## src/rtl/rfid_rx_pkg.sv

```systemverilog
// Shared definitions for the RFID reader RX window controller.
// Default window sizes are also used by the sequencer and testbench.
package rfid_rx_pkg;

    typedef enum logic [1:0] {
        IDLE    = 2'd0,
        GUARD   = 2'd1,
        LISTEN  = 2'd2,
        CAPTURE = 2'd3
    } rx_state_t;

    localparam int unsigned DEF_GUARD_CYC   = 64;
    localparam int unsigned DEF_TIMEOUT_SMP = 1024;
    localparam int unsigned DEF_CAP_SMP     = 256;

    function automatic int unsigned max_u(input int unsigned a, input int unsigned b);
        return (a > b) ? a : b;
    endfunction

endpackage

```

## src/rtl/rx_window_ctrl_edge_det.sv

```systemverilog
// Activity detector: flags a strobed sample that differs from the previous one.
// The reference clears to 0, matching the sampler's idle output level.
module edge_det (
    input  logic clk,
    input  logic rst_n,
    input  logic clr,
    input  logic stb,
    input  logic dat,
    output logic edge_flag
);

    logic prev;

    always_ff @(posedge clk or negedge rst_n) begin
        if (!rst_n) begin
            prev <= 1'b0;
        end else if (clr) begin
            prev <= 1'b0;
        end else if (stb) begin
            prev <= dat;
        end
    end

    assign edge_flag = stb && (dat != prev);

endmodule

```

## src/rtl/rx_window_ctrl.sv

```systemverilog
// Receive-window controller: guard-resets the sampler after TX, listens for
// backscatter activity, then forwards one frame of strobed samples.
module rx_window_ctrl
    import rfid_rx_pkg::*;
#(
    parameter int unsigned GUARD_CYC   = DEF_GUARD_CYC,
    parameter int unsigned TIMEOUT_SMP = DEF_TIMEOUT_SMP,
    parameter int unsigned CAP_SMP     = DEF_CAP_SMP
) (
    input  logic clk,
    input  logic rst_n,
    input  logic start,
    input  logic abort,
    input  logic smp_dat,
    input  logic smp_vld,
    output logic smp_rst,
    output logic cap_dat,
    output logic cap_vld,
    output logic busy,
    output logic done,
    output logic timeout
);

    localparam int unsigned GW = $clog2(GUARD_CYC + 1);
    localparam int unsigned SW = $clog2(max_u(TIMEOUT_SMP, CAP_SMP) + 1);

    localparam logic [GW-1:0] GUARD_LAST = GW'(GUARD_CYC - 1);
    localparam logic [SW-1:0] TMO_LAST   = SW'(TIMEOUT_SMP - 1);
    // The trigger sample is forwarded on LISTEN exit, so CAPTURE counts the remaining CAP_SMP-1.
    localparam logic [SW-1:0] CAP_LAST   = SW'((CAP_SMP >= 2) ? (CAP_SMP - 2) : 0);

    rx_state_t     state;
    logic [GW-1:0] gcnt;
    logic [SW-1:0] scnt;
    logic          edge_flag;

    edge_det u_edge_det (
        .clk       (clk),
        .rst_n     (rst_n),
        .clr       (state != LISTEN),
        .stb       (smp_vld && (state == LISTEN)),
        .dat       (smp_dat),
        .edge_flag (edge_flag)
    );

    always_ff @(posedge clk or negedge rst_n) begin
        if (!rst_n) begin
            state   <= IDLE;
            gcnt    <= '0;
            scnt    <= '0;
            smp_rst <= 1'b1;
            cap_dat <= 1'b0;
            cap_vld <= 1'b0;
            busy    <= 1'b0;
            done    <= 1'b0;
            timeout <= 1'b0;
        end else begin
            cap_vld <= 1'b0;
            done    <= 1'b0;
            timeout <= 1'b0;
            if (abort) begin
                state   <= IDLE;
                gcnt    <= '0;
                scnt    <= '0;
                smp_rst <= 1'b1;
                busy    <= 1'b0;
            end else begin
                case (state)
                    IDLE: begin
                        if (start) begin
                            state <= GUARD;
                            gcnt  <= '0;
                            busy  <= 1'b1;
                        end
                    end
                    GUARD: begin
                        if (gcnt == GUARD_LAST) begin
                            state   <= LISTEN;
                            gcnt    <= '0;
                            scnt    <= '0;
                            smp_rst <= 1'b0;
                        end else begin
                            gcnt <= gcnt + 1'b1;
                        end
                    end
                    LISTEN: begin
                        if (smp_vld) begin
                            // An edge wins over a simultaneous timeout.
                            if (edge_flag) begin
                                state   <= CAPTURE;
                                scnt    <= '0;
                                cap_vld <= 1'b1;
                                cap_dat <= smp_dat;
                                if (CAP_SMP == 1) begin
                                    done <= 1'b1;
                                end
                            end else if (scnt == TMO_LAST) begin
                                state   <= IDLE;
                                scnt    <= '0;
                                timeout <= 1'b1;
                                busy    <= 1'b0;
                                smp_rst <= 1'b1;
                            end else begin
                                scnt <= scnt + 1'b1;
                            end
                        end
                    end
                    CAPTURE: begin
                        // Stay one cycle past the last sample so busy drops after done.
                        if (done) begin
                            state   <= IDLE;
                            scnt    <= '0;
                            busy    <= 1'b0;
                            smp_rst <= 1'b1;
                        end else if (smp_vld) begin
                            cap_vld <= 1'b1;
                            cap_dat <= smp_dat;
                            if (scnt == CAP_LAST) begin
                                done <= 1'b1;
                            end else begin
                                scnt <= scnt + 1'b1;
                            end
                        end
                    end
                    default: begin
                        state <= IDLE;
                    end
                endcase
            end
        end
    end

endmodule
```

## config.mk

```make
export PLATFORM = sky130hd
export DESIGN_NAME = rx_window_ctrl
export DESIGN_NICKNAME = d
export VERILOG_FILES = /design/src/rtl/rfid_rx_pkg.sv /design/src/rtl/rx_window_ctrl_edge_det.sv /design/src/rtl/rx_window_ctrl.sv
export SDC_FILE = /design/constraint.sdc
export NUM_CORES = 1
export LEC_CHECK = 0
export CAP_MARGIN = 10
export CORE_MARGIN = 1.5
export CORE_UTILIZATION = 55
export CTS_CLUSTER_SIZE = 8
export DETAILED_ROUTE_END_ITERATION = 10
export HOLD_SLACK_MARGIN = 0.03
export PLACE_DENSITY = 0.75
export SLEW_MARGIN = 5
export SYNTH_ARGS = -nofsm -noshare
export SYNTH_HDL_FRONTEND = slang
export SYNTH_SLANG_ARGS = --single-unit
```

## constraint.sdc

```tcl
create_clock -name clk -period 6.5 [get_ports clk]
set_input_delay 1.3 -clock clk [delete_from_list [all_inputs] [get_ports clk]]
set_output_delay 1.3 -clock clk [all_outputs]
set_load 0.005 [all_outputs]
```

After elaboration in Yosys (flattened, before gate mapping) --
Cells that the tools add are included.
Storage, ports and cells: bits in registers 27, output and inout port bits 6, logic and storage cells 106
Operators by class: $add $sub $neg 2, equality and inequality tests 21, multiplexer cells 58, bitwise gates (word level) 1, reduce and logical (&&, ||, !) cells 14
Operator list (count):
- 11-bit two-way mux | 8
- 1-bit two-way mux | 33
- 11-bit one-hot mux with 3 select lines | 1
- 7-bit two-way mux | 3
- 6-bit AND reduction | 3
- 3-bit != test, second input constant | 5
- 2-bit two-way mux | 7
- 7-bit one-hot mux with 2 select lines | 1
- 11-bit by 1-bit adder with 11-bit output, second input constant | 1
- 11-bit by 10-bit == test with 1-bit output, second input constant | 1
- 11-bit by 8-bit == test with 1-bit output, second input constant | 1
- 2-bit != test, second input constant | 5
- 5-bit AND reduction | 2
- 4-bit != test, second input constant | 2
- 2-bit one-hot mux with 4 select lines | 1
- 4-bit nonzero test | 2
- 7-bit by 1-bit adder with 7-bit output, second input constant | 1
- 7-bit by 6-bit == test with 1-bit output, second input constant | 1
- 1-bit one-hot mux with 3 select lines | 2
- 2-bit == test, second input constant | 2
- 4-bit by 3-bit != test with 1-bit output, second input constant | 1
- 1-bit one-hot mux with 2 select lines | 2
- 2-bit nonzero test | 2
- 3-bit by 2-bit != test with 1-bit output, second input constant | 1
- other kinds (7) | 8

Logic depth before layout (Yosys ltp) --
Gate-level depths: netlist (run 1).
depth after elaboration 7, gate-level depth with buffers 9, mapped depth without buffers 7

Cells and area by module --
From an unflattened synthesis (run 1), not the netlist that was laid out.
Second synthesis, totals: cells, all modules 176, area, all modules 1601.5 um2
Modules (own cells, without submodules):
- rx_window_ctrl | instances 1, cells an instance 171, area each 1547.7 um2, sequential area each 651.9 um2
- edge_det | instances 1, cells an instance 5, area each 53.8 um2, sequential area each 25.0 um2

Least setup slack after synthesis (run 1) --
OpenSTA, ideal clock, no wires.
path kind input-to-reg, start point input port smp_dat, end point register scnt[5], arrival time 2.601 ns, slack 3.825 ns, stages on the path 6, buffers on the path 1, cell sequence xor2_1 and3_1 clkbuf_1 a211o_1 or4_1 o21ai_2
On the way: cells in the longest elaborated chain, start to end 6
Ends and longest elaborated chain:
- start: declaration | RTL line rx_window_ctrl.sv:14 | input logic smp_dat,
- 1-bit != test | RTL line rx_window_ctrl_edge_det.sv:24 | assign edge_flag = stb && (dat != prev);
- 1-bit logical AND | RTL line rx_window_ctrl_edge_det.sv:24
- 11-bit two-way mux | RTL line rx_window_ctrl.sv:89 | if (edge_flag) begin
- 11-bit two-way mux | RTL line rx_window_ctrl.sv:87 | if (smp_vld) begin
- 11-bit one-hot mux with 3 select lines | RTL line rx_window_ctrl.sv:68 | case (state)
- 11-bit two-way mux | RTL line rx_window_ctrl.sv:61 | if (abort) begin
- end signal: assignment | RTL line rx_window_ctrl.sv:104 | scnt <= scnt + 1'b1;
- end signal: assignment | RTL line rx_window_ctrl.sv:121 | scnt <= scnt + 1'b1;
- end: declaration | RTL line rx_window_ctrl.sv:34 | logic [SW-1:0] scnt;
Every way passes these cells. The select of a mux whose other input is x is not followed. A chain may end at the register's enable or synchronous reset.

Worst setup path in the final report (run 1) --
start point input port abort, end point register scnt[9]
On the way: cells in the longest elaborated chain, start to end 2, elaborated cells on any way between the ends 7, classes of those cells eq/ne: 4; mux: 1; reduce/logical: 2
Ends and longest elaborated chain:
- start: declaration | RTL line rx_window_ctrl.sv:13 | input logic abort,
- 4-bit != test (no source line), or another cell as far along
- 5-bit AND reduction (no source line)
Parallel ways exist; a longest one is shown, timed or not.

==> flow_metrics.tcl, run 1 <==
set metrics [dict create \
    outcome "finished, final reports clean" \
    clock_sinks 27 \
    power_density_nw_per_um2 210 \
    grt_max_degree 28 \
    cts_max_path_buffers 2 \
    clkLatencyLatePin_ps 330 \
    clk_pin_slew_ps 160 \
    startpoint "abort" \
    syn-num-nets 207 \
    synth-edff-count 0 \
    required_ps 6780 \
    fin_crit_ps 3230 \
    cts_root_buffer "clkbuf_4" \
    rr_startpoint "state[1]" \
    finalCritPeriodShare_pct 49.8 \
    dpl-instance-area_um2 1860 \
    final-seq-area_um2 677 \
    cp_max_fo 15 \
    fmax_ghz 0.309 \
    finish.utilization_pct 62.3 \
    synth_top_flop_cell "dfrtp_1" \
    rows 20 \
    dieHeight_um 59.2 \
    worstSetupPathType "primary input to flop" \
    ant_nets 0 \
    syn_area_um2 1730 \
    tns_ps 0 \
    rsz0062_at_grt "false" \
    dr_total_vias 1499 \
    antenna_cells 0 \
    ys_seq_area_share_pct 39.0 \
    instances_no_fill 245 \
    post_drt_wl_per_cell_um 15.3 \
    track_usage_pct 23.5 \
    largest_reg_flops 11 \
    maxCapViolCount 0 \
    antenna_found_initial 0 \
    hold_start "gcnt[1]" \
    first_iter_violations 104 \
    netlist_instances 193 \
    portBuffers 11 \
    top_register "scnt" \
    met3WireLength_um 186 \
    layout-drive-gt1-share_pct 8.96 \
    wl_met2_um 1810 \
    p_leak_nw 0.736 \
    postCtsSetupBuffers 0 \
    design_area_um2 1890 \
    cts_tree "yes" \
    drt-vias-per-instance 6.12 \
    firstDrtPassIters 4 \
    cts_buffers 3 \
    yosysTopAreaCellShare_pct 37.5 \
    met1Wirelength_um 1710 \
    synth_top_area_cell "dfrtp_1" \
    overflow 0 \
    synth_area_per_cell_um2 8.99 \
    fp.dieW_um 59.2 \
    report.final.slew_viol_count 0 \
    ys_warn_count 0 \
    synth_seq_cells 27 \
    ios 12 \
    ir_drop_mv 0.138 \
    cp.arrival_ps 3510 \
    finalClockSkew_ps 1.44 \
    ctsResizeCount 0 \
    die-area_um2 3500 \
    drt-total-wl_um 3760 \
    grt_pass1_wl_um 6420 \
    htreeDepth 1 \
    async_reset_ff_share_pct 100 \
    cts_hold_buf 0 \
    crit_path_end_kind "flop" \
    dpl.hpwl_um 2760 \
    coreArea_um2 3030 \
    gp_congestion 0.840 \
    multiInputGateArea_um2 972 \
    critPathLaunchType "primary input" \
    top_layer_used "met4" \
    syn2layout_area_growth_pct 8.73 \
    top_regs "scnt x11, gcnt x7, state x2" \
    tightest_slew_ps 719 \
    setup_viol 0 \
    grt_pass1_vias 1416 \
    yosysUniqueCellTypes 55 \
    synth_area_leaders "dfrtp_1 38%, ha_1 5.8%, nand2_1 5.0%, o21ai_0 4.0%, nand3_1 2.6%" \
    hold_violations 0 \
    start_util_pct 57.3 \
    drc 0 \
    hold_path_class "flop to flop" \
    dp_cells 241 \
    slew_headroom_pct 51.5 \
    nFillCells 260 \
    power_uw 396 \
    nets 216 \
]
==> metal layers <==
metal	GRT usage, %	vias up
li1	-	726
met4	6.49	0
met3	2.84	6
met2	39.8	53
met5	0	-
met1	31.8	714
==> power breakdown <==
part           switching [mW]  total (mW)  internal, mW
registers              0.0141       0.197         0.183
logic                  0.0664       0.121        0.0543
clock network          0.0547      0.0782        0.0235
==> placed cells by master, fill, tap and decap left out, types with 3 or more instances in the layout <==
master,n
nor4_1,3
and3_1,3
o21ai_1,6
o21ai_0,14
inv_1,9
nand2b_1,7
dfrtp_1,26
nor2b_1,3
or4_1,3
clkbuf_4,3
nor2_1,11
nand3_1,9
ha_1,8
nor3_1,6
a21oi_1,8
or3_1,3
nand2_1,23
o31ai_1,5
clkdlybuf4s50_1,11
==> Yosys cell counts (2+ instances only) <==
library cell,count
a21o_2,2
a21oi_1,8
a22o_1,2
and3_1,3
buf_2,2
buf_6,2
clkbuf_1,3
dfrtp_1,26
ha_1,8
inv_1,9
mux2i_1,2
nand2_1,23
nand2b_1,7
nand3_1,9
nor2_1,11
nor2b_1,3
nor3_1,6
nor4_1,3
o21ai_0,14
o21ai_1,6
o2bb2ai_1,2
o31ai_1,5
or3_1,3
or4_1,3
==> final cells by class <==
type,count,share of cell area (%)
Inverter,9,1.79
Clock inverter,1,0.398
Sequential cell,27,35.9
Tap cell,44,2.92
Clock buffer,3,1.19
Timing Repair Buffer,12,6.24
Multi-Input combinational cell,149,51.6
==> per-stage QoR <==
step	worst slack [ps]	hold WS [ps]
CTS	3280	526
global route	3100	568
floorplan	3820	467
finish	3270	519
global placement	3030	492
detailed placement	2940	492
==> cells by family (layout without fill, tap and decap cells) <==
family	Yosys count	count (layout)	synth area share (%)
AO/OA/AOI/OAI	58	58	24.5
XOR/XNOR	1	1	0.505
buffers and inverters	17	25	4.91
flip-flops	27	27	39.0
AND/OR/NAND/NOR	79	79	23.5
adder cells (fa/ha/maj)	8	8	5.77
multiplexers	3	3	1.80
==> final timing paths <==
check                      slack (ps)  depth (start not counted)      end
hold reg to reg                   520                          2  gcnt[1]
min in group asynchronous        1320                          2  gcnt[0]
hold / removal                    520                          2  gcnt[1]
setup / recovery                 3270                          6  scnt[9]
max in group asynchronous        4880                          2  smp_rst
setup reg to reg                 4020                          6  scnt[9]
==> worst max-delay path: stages <==
cell and delay [ps]:
clkdlybuf4s50_1 830, inv_1 250, o221ai_1 250, o221ai_4 300, or4_1 470, nand3_1 110
Note: power is estimated with default switching activity, not from simulation.
==> inputs of run 2 (changes only) <==
Settings changed: CORE_UTILIZATION 55 to 52.
Clock period 6.5 ns to 2.8 ns, I/O delays scaled along.
==> flow_metrics.tcl, run 2 (same netlist as run 1, synthesis figures left out) <==
set metrics [dict create \
    critPathLaunchType "flop" \
    maxCapViolCount 0 \
    dp_cells 244 \
    hold_violations 0 \
    first_iter_violations 76 \
    pre_cts_ws_ps 174 \
    drt-vias-per-instance 6.06 \
    nets 219 \
    startpoint "scnt[0]" \
    report.final.slew_viol_count 0 \
    outcome "finished, final reports clean" \
    clk_pin_slew_ps 150 \
    grt_pass1_vias 1437 \
    ios 12 \
    path_delay_family "simple AND/OR/NAND/NOR gates" \
    cts_max_path_buffers 2 \
    setup_viol 0 \
    portBuffers 11 \
    cts_buffers 3 \
    die-area_um2 3690 \
    syn2layout_area_growth_pct 9.88 \
    rr_startpoint "scnt[0]" \
    overflow 0 \
    firstDrtPassIters 4 \
    p_leak_nw 0.754 \
    drt-total-wl_um 3800 \
    antenna_cells 0 \
    fmax_ghz 0.403 \
    cp_cell_sequence "ha_1 -> nand3_1 -> or4_1 -> o21a_1 -> o31ai_1 -> a22o_1" \
    layout-drive-gt1-share_pct 10.3 \
    cts_hold_buf 0 \
    drc 0 \
    antenna_found_initial 0 \
    rows 20 \
    mostFrequentLayoutCell "dfrtp_1" \
    grt_max_degree 28 \
    grt_pass1_wl_um 6620 \
    r2r_slack_ps 320 \
    htreeDepth 1 \
    layout_common_cells "26 x dfrtp_1, 23 x nand2_1, 14 x o21ai_0, 11 x nor2_1, 11 x clkdlybuf4s50_1" \
    fin_crit_ps 2480 \
    tightest_slew_ps 681 \
    hold_path_class "flop to flop" \
    dr_total_vias 1502 \
    finalClockSkew_ps 4.79 \
    dieHeight_um 60.8 \
    rsz0062_at_grt "false" \
    cts_root_buffer "clkbuf_4" \
    clkLatencyLatePin_ps 340 \
    coreArea_um2 3100 \
    worstSetupPathType "flop to flop" \
    ctsResizeCount 0 \
    track_usage_pct 23.7 \
    required_ps 3090 \
    largest_reg_flops 11 \
    slew_headroom_pct 54.0 \
    crit_path_end_kind "flop" \
    instances_no_fill 248 \
    ant_nets 0 \
    crit_slowest_cell "or4_1" \
    design_area_um2 1910 \
    finalCritPeriodShare_pct 88.6 \
    dpl-instance-area_um2 1880 \
    fp.dieW_um 60.8 \
    hold_start "gcnt[1]" \
    setup_slack_ps 319 \
    power_density_nw_per_um2 483 \
    crit_buf_inv 0 \
    cp.arrival_ps 2770 \
    ir_drop_mv 0.302 \
    start_util_pct 55.9 \
    gp_congestion 0.837 \
    top_regs "scnt x11, gcnt x7, state x2" \
    critPathMaxStageDelay_ps 700 \
    postCtsSetupBuffers 0 \
    finish.utilization_pct 61.4 \
    clock_sinks 27 \
    top_register "scnt" \
    tns_ps 0 \
    dpl.hpwl_um 2840 \
    cp_max_fo 8 \
    cts_tree "yes" \
    post_drt_wl_per_cell_um 15.3 \
]
run 2: final cells by class:
class / instances / area, µm²
multi-input cells: 149 / 972
inverters: 9 / 33.8
clock buffers: 3 / 22.5
flip-flops and latches: 27 / 677
fillers: 292 / 1200
repair buffers: 15 / 140
clock inverters: 1 / 5.00
well taps: 44 / 55.1
run 2: path summary, 6_finish.rpt:
check                      endpoint  depth (start not counted)
max                            busy                          6
min                         gcnt[1]                          2
max reg2reg                    busy                          6
min reg2reg                 gcnt[1]                          2
max in group asynchronous   smp_rst                          2
min in group asynchronous   scnt[1]                          2
run 2: tightest hold or removal path: stages (launching register included):
cell	delay (ps)
dfrtp_1	400
nand2_1	50
o21ai_0	60
run 2: through the flow:
step / total power, mW / hold slack (ps)
3_5_place_dp: 0.748 / 507
4_1_cts: 0.922 / 538
5_1_grt: 0.981 / 567
3_3_place_gp: 0.732 / 503
6_report: 0.920 / 538
2_1_floorplan: 0.650 / 264
run 2: where the power goes:
part	leakage (nW)	internal [mW]	switching, mW
combinational	0.367	0.130	0.157
sequential	0.369	0.424	0.0316
clock	0.0177	0.0539	0.124
total	0.754	0.607	0.313
run 2: routing by layer:
metal	global-route usage, %	routed length, µm	vias to the layer above
met5	0	0	-
met1	31.3	1710	724
met3	4.05	118	10
met4	10.9	93	0
met2	38.1	1870	37
li1	-	-	731
==> variant 1 (settings of run 1) <==
Re-encode `rx_state_t` (4 states) as one-hot, 4 bits wide.
--- a/src/rtl/rfid_rx_pkg.sv
+++ b/src/rtl/rfid_rx_pkg.sv
@@ -2,11 +2,11 @@
 // Default window sizes are also used by the sequencer and testbench.
 package rfid_rx_pkg;
 
-    typedef enum logic [1:0] {
-        IDLE    = 2'd0,
-        GUARD   = 2'd1,
-        LISTEN  = 2'd2,
-        CAPTURE = 2'd3
+    typedef enum logic [3:0] {
+        IDLE    = 4'b0001,
+        GUARD   = 4'b0010,
+        LISTEN  = 4'b0100,
+        CAPTURE = 4'b1000
     } rx_state_t;
 
     localparam int unsigned DEF_GUARD_CYC   = 64;
Behaviour: same outputs for any inputs over 10 cycles, from zero or initial values and one cycle with rst_n low; not proved beyond that.
==> variant 1 against run 1 <==
Die area fell by 1.9%. Clock skew rose by 0.0043 ns. Final area fell by 1.9%. Global-route usage fell by 1.0 points. Worst setup slack got worse by 0.30 ns. Routed wire length fell by 9.2%. Synthesized cell count fell by 5.7%. Sequential cell count rose by 2. Area after synthesis fell by 1.9%. Largest cell class unchanged.
Power is not compared: it rests on default switching activity, and its combinational part moved more than twofold at a synthesized area within 25%.
==> variant 1: results (changes against run 1) <==
qor: clocking.htree_num_levels 2 [+1]
qor: grt.grt_first_pass_wirelength 5940 um [-7.4%]
qor: clocking.numCtsBuffers 5 [+2]
qor: logic_synthesis.synth_sequential_area_ratio 42.8% [+3.8 points]
qor: route.routedWlPerCell 15.2 um [-1.1%]
qor: cells_and_area.biggestRegsByFlops scnt: 11 flops, gcnt: 7 flops, state: 4 flops
qor: cells_and_area.filler_cells 239 [-8.1%]
qor: clocking.cts.repair_timing.setup_buffer_count 0 [unchanged]
qor: placed_design.final_weighted_congestion_of_routability_driven_global_placement 0.877 [+4.4%]
qor: placed_design.place.detailed.instances 217 [-10%]
qor: sta.timing_worst_slew_pin_value 0.807 ns [+0.0878 ns]
qor: route.num_vias 1,423 [-5.1%]
qor: cells_and_area.finish.cell_count_without_fillers 225 [-8.2%]
qor: grt.grt_pass1_vias 1,304 [-7.9%]
qor: outcome.outcome finished, final reports clean
qor: logic_synthesis.netlist_top_cells_area dfrtp_1 40%, o21ai_0 5.6%, nand2_1 4.9%
qor: placed_design.placement.cell_area 1800 um2 [-3.0%]
qor: cells_and_area.total_area_of_sequential_cells 728 um2 [+7.6%]
qor: logic_synthesis.synth_common_cells 27 x dfrtp_1, 22 x nand2_1, 19 x o21ai_0
qor: clocking.clk_transition_reported_paths 0.08 ns [-0.08 ns]
qor: cells_and_area.drive_above_1_share 11.9% [+2.9 points]
qor: route.drt_iter0_markers 113 [+8.7%]
qor: critical_path.worstPathMaxFanout 13 [-2]
qor: critical_path.timing.critical_path.arrival 3.71 ns [+0.20 ns]
qor: logic_synthesis.synthDistinctLibCells 52 [-5.5%]
qor: grt.largest_net_degree_at_the_start_of_global_routing 30 [+7.1%]
qor: placed_design.dp.final_hpwl 2410 um [-13%]
qor: sta.finalClockSkew 0.00570 ns [+0.00426 ns]
qor: logic_synthesis.mappedNetlistNets 191 [-7.7%]
qor: cells_and_area.fin_nets 202 [-6.5%]
qor: grt.grt_use_total 22.5% [-1.0 points]
qor: placed_design.dp_worst_setup_slack 2.67 ns [-0.271 ns]
==> variant 1: final timing paths <==
check / startpoint / endpoint / slack (ns) / cells after the start
max in group asynchronous: rst_n / smp_rst / 4.82 / 2
max: abort / scnt[9] / 2.97 / 7
min reg2reg: gcnt[5] / gcnt[5] / 0.49 / 1
max reg2reg: gcnt[0] / scnt[5] / 3.91 / 7
min in group asynchronous: rst_n / state[2] / 1.36 / 2
min: gcnt[5] / gcnt[5] / 0.49 / 1
==> variant 1: metal layers <==
layer / part of all wire (%) / track usage [%]
met2: 47 / 33.7
met4: 1.1 / 8.12
met5: 0 / 0
met1: 48 / 31.9
met3: 4.8 / 5.49
==> variant 1: final cells by class <==
cell class | count | area share, %
multi-input combinational | 143 | 49.1
sequential | 29 | 39.4
timing repair buffer | 12 | 6.36
clock buffer | 8 | 2.64
tap | 31 | 2.10
inverter | 2 | 0.406
==> variant 1: power groups by stage <==
stage	sequential (mW)	clock, mW	combinational (mW)
finish	0.189	0.101	0.0284
global route	0.189	0.114	0.0320
CTS	0.188	0.105	0.0285
detailed placement	0.192	0	0.0284
global placement	0.192	0	0.0279
floorplan	0.189	0	0.0193
==> variant 1: cells by family (layout without fill, tap and decap cells) <==
kind of cell,after synthesis,in the layout,synth area share [%]
AOI/OAI and AO/OA,51,51,21.3
DFF,29,29,42.8
adders and majority gates,3,3,2.21
xor gates and xnor gates,2,2,1.03
and+or+nand+nor,83,83,26.3
buffers and inverters,10,22,3.75
muxes,4,4,2.50
==> variant 1: worst max-delay path, cell delays in order <==
cell,delay (ns)
clkdlybuf4s50_1,0.56
nand4b_1,0.24
or4_1,0.41
nor3_1,0.18
or3_1,0.40
or2_1,0.44
o221ai_1,0.17
==> variant 2 (config.mk and constraints of run 1) <==
Made on the original files. `DEF_TIMEOUT_SMP`: 1024 -> 512.
--- a/src/rtl/rfid_rx_pkg.sv
+++ b/src/rtl/rfid_rx_pkg.sv
@@ -10,7 +10,7 @@
     } rx_state_t;
 
     localparam int unsigned DEF_GUARD_CYC   = 64;
-    localparam int unsigned DEF_TIMEOUT_SMP = 1024;
+    localparam int unsigned DEF_TIMEOUT_SMP = 512;
     localparam int unsigned DEF_CAP_SMP     = 256;
 
     function automatic int unsigned max_u(input int unsigned a, input int unsigned b);
Function: same outputs for any inputs over 10 cycles, from zero or initial values and one cycle with rst_n low; that may be too few to reach the edited logic, so the function may still have changed.
==> variant 2 against run 1 <==
Routed wire length decreased by 3.4%. Worst setup slack got worse by 0.12 ns. Sequential cell count decreased by 1. Clock power increased by 5.2%. Power increased by 13%. Final area decreased by 4.0%. Area after synthesis decreased by 5.5%. Critical endpoint is now scnt[3]. Largest power group unchanged.
==> variant 2: results (changes against run 1) <==
qor: critical_path.critPathSlowestCell clkdlybuf4s50_1
qor: critical_path.r2r_cells 6 [unchanged]
qor: clocking.cts.repair_timing.setup_buffer_count 0 [unchanged]
qor: cells_and_area.drive_above_1_share 11.3% [+2.3 points]
qor: grt.antenna_violations_before_repair 0 [unchanged]
qor: critical_path.timing.critical_path.arrival 3.56 ns [+0.05 ns]
qor: critical_path.worstPathMaxFanout 14 [-1]
qor: worst_hold_path.hold_path.class register to register
qor: sta.timing_worst_slew_pin_value 0.784 ns [+0.0642 ns]
qor: critical_path.reg2reg_slack 4.15 ns [+0.13 ns]
qor: clocking.numCtsBuffers 3 [unchanged]
qor: cells_and_area.biggestRegsByFlops scnt: 10 flops, gcnt: 7 flops, state: 2 flops
qor: critical_path.crit-reg2reg-launch state[1]
qor: critical_path.slowest_delay 0.64 ns [-0.19 ns]
qor: grt.grt_pass1_vias 1,420 [+0.28%]
qor: logic_synthesis.netlist_top_cells_area dfrtp_1 38%, ha_1 6.1%, o21ai_0 4.9%
qor: grt.grt_use_total 24.6% [+1.0 points]
qor: grt.grt_first_pass_wirelength 6420 um [about the same]
qor: worst_hold_path.holdPathEnd cap_dat
qor: logic_synthesis.yosys_register_bits 26 [-3.7%]
qor: cells_and_area.fin_nets 210 [-2.8%]
qor: placed_design.dp.final_hpwl 2660 um [-3.5%]
qor: route.drt_pass1_iterations 4 [unchanged]
qor: worst_hold_path.worstHoldStart cap_dat
qor: clocking.clk_transition_reported_paths 0.15 ns
qor: outcome.outcome finished, final reports clean
qor: clocking.cts.path.max_buffers 2 [unchanged]
qor: placed_design.port_buffers 11 [unchanged]
qor: clocking.htree_num_levels 1 [unchanged]
qor: logic_synthesis.mappedNetlistNets 198 [-4.3%]
qor: logic_synthesis.synth_common_cells 25 x dfrtp_1, 19 x nor2_1, 16 x nand2_1, 16 x o21ai_0
qor: placed_design.final_weighted_congestion_of_routability_driven_global_placement 0.859 [+2.2%]
qor: power.max-vdd-ir-drop 0.198 mV [+44%]
qor: logic_synthesis.synthDistinctLibCells 47 [-15%]
qor: route.vias_per_cell 6.35 [+3.7%]
qor: logic_synthesis.synth_async_sr_flop_share 100% [unchanged]
qor: cells_and_area.antenna_cells_inserted 0 [unchanged]
qor: worst_hold_path.min_path_cells 1 [-1]
qor: clocking.post_cts_resize_count 0 [unchanged]
qor: route.routed_wirelength 3630 um [-3.4%]
qor: power.static-leakage-power 0.777 nW [+5.6%]
qor: grt.largest_net_degree_at_the_start_of_global_routing 27 [-3.6%]
qor: logic_synthesis.synth_sequential_area_ratio 39.8% [+0.74 points]
qor: route.drt_iter0_markers 100 [-3.8%]
qor: critical_path.critical_path.top_delay_family simple AND/OR/NAND/NOR gates
qor: sta.finalClockSkew 0.0148 ns [+0.0134 ns]
qor: critical_path.r2r-end scnt[3]
## variant 2: changes by cell type in the layout (fill, tap and decap cells not counted), moves of 3 or more
cell / run 1 / this run
o21ai_1: 6 / 0
nand2b_1: 7 / 2
nand4_1: 1 / 4
nor2_1: 11 / 19
or4_1: 3 / 0
a22o_2: 0 / 5
nand2_1: 23 / 16
## variant 2: cell families (layout without fill, tap and decap cells)
kind of cell               Yosys count  after routing  share of synthesized area [%]
muxes                                3              3                           1.98
xor gates and xnor gates             2              2                           1.07
DFF                                 26             26                           39.8
AOI/OAI and AO/OA                   54             54                           22.3
and+or+nand+nor                     79             79                           25.8
buffers and inverters               12             23                           2.98
adders and majority gates            8              8                           6.11
## variant 2: area by class of cell
cell class | instances | area [um2]
inverters | 7 | 26.3
flip-flops and latches | 26 | 652
repair buffers | 12 | 118
clock buffers | 4 | 36.3
multi-input cells | 146 | 938
fillers | 244 | 972
well taps | 31 | 38.8
## variant 2: through the flow
step | instance area (um2) | hold WS (ns) | worst slack (ns) | std cells
finish | 1810 | 0.539 | 3.15 | 226
global route | 1810 | 0.565 | 3.07 | 226
CTS | 1810 | 0.543 | 3.14 | 226
detailed placement | 1770 | 0.505 | 2.80 | 222
global placement | 1770 | 0.494 | 2.88 | 222
floorplan | 1640 | 0.483 | 3.68 | 184
## variant 2: layer usage
layer | up-vias | GRT usage, % | part of all wire, %
met5 | - | 0 | 0
met4 | 0 | 7.97 | 0.41
met3 | 2 | 2.95 | 4.2
met2 | 40 | 38.5 | 47
met1 | 682 | 35.5 | 48
li1 | 710 | - | -
## variant 2: report_power, final
part / switching, mW / total (mW) / internal, mW
clock: 0.0481 / 0.0823 / 0.0342
combinational: 0.0977 / 0.169 / 0.0710
sequential: 0.0165 / 0.196 / 0.180
total: 0.162 / 0.447 / 0.285
## variant 2: how the worst max path moves through the flow
stage                     cells past startpoint  endpoint  slack, ns   from
after floorplan                               5   scnt[3]       3.68  abort
after global placement                        6   scnt[3]       2.88  abort
after detailed placement                      6   scnt[3]       2.80  abort
after CTS                                     6   scnt[3]       3.14  abort
after global routing                          6   scnt[3]       3.07  abort
final                                         6   scnt[3]       3.15  abort
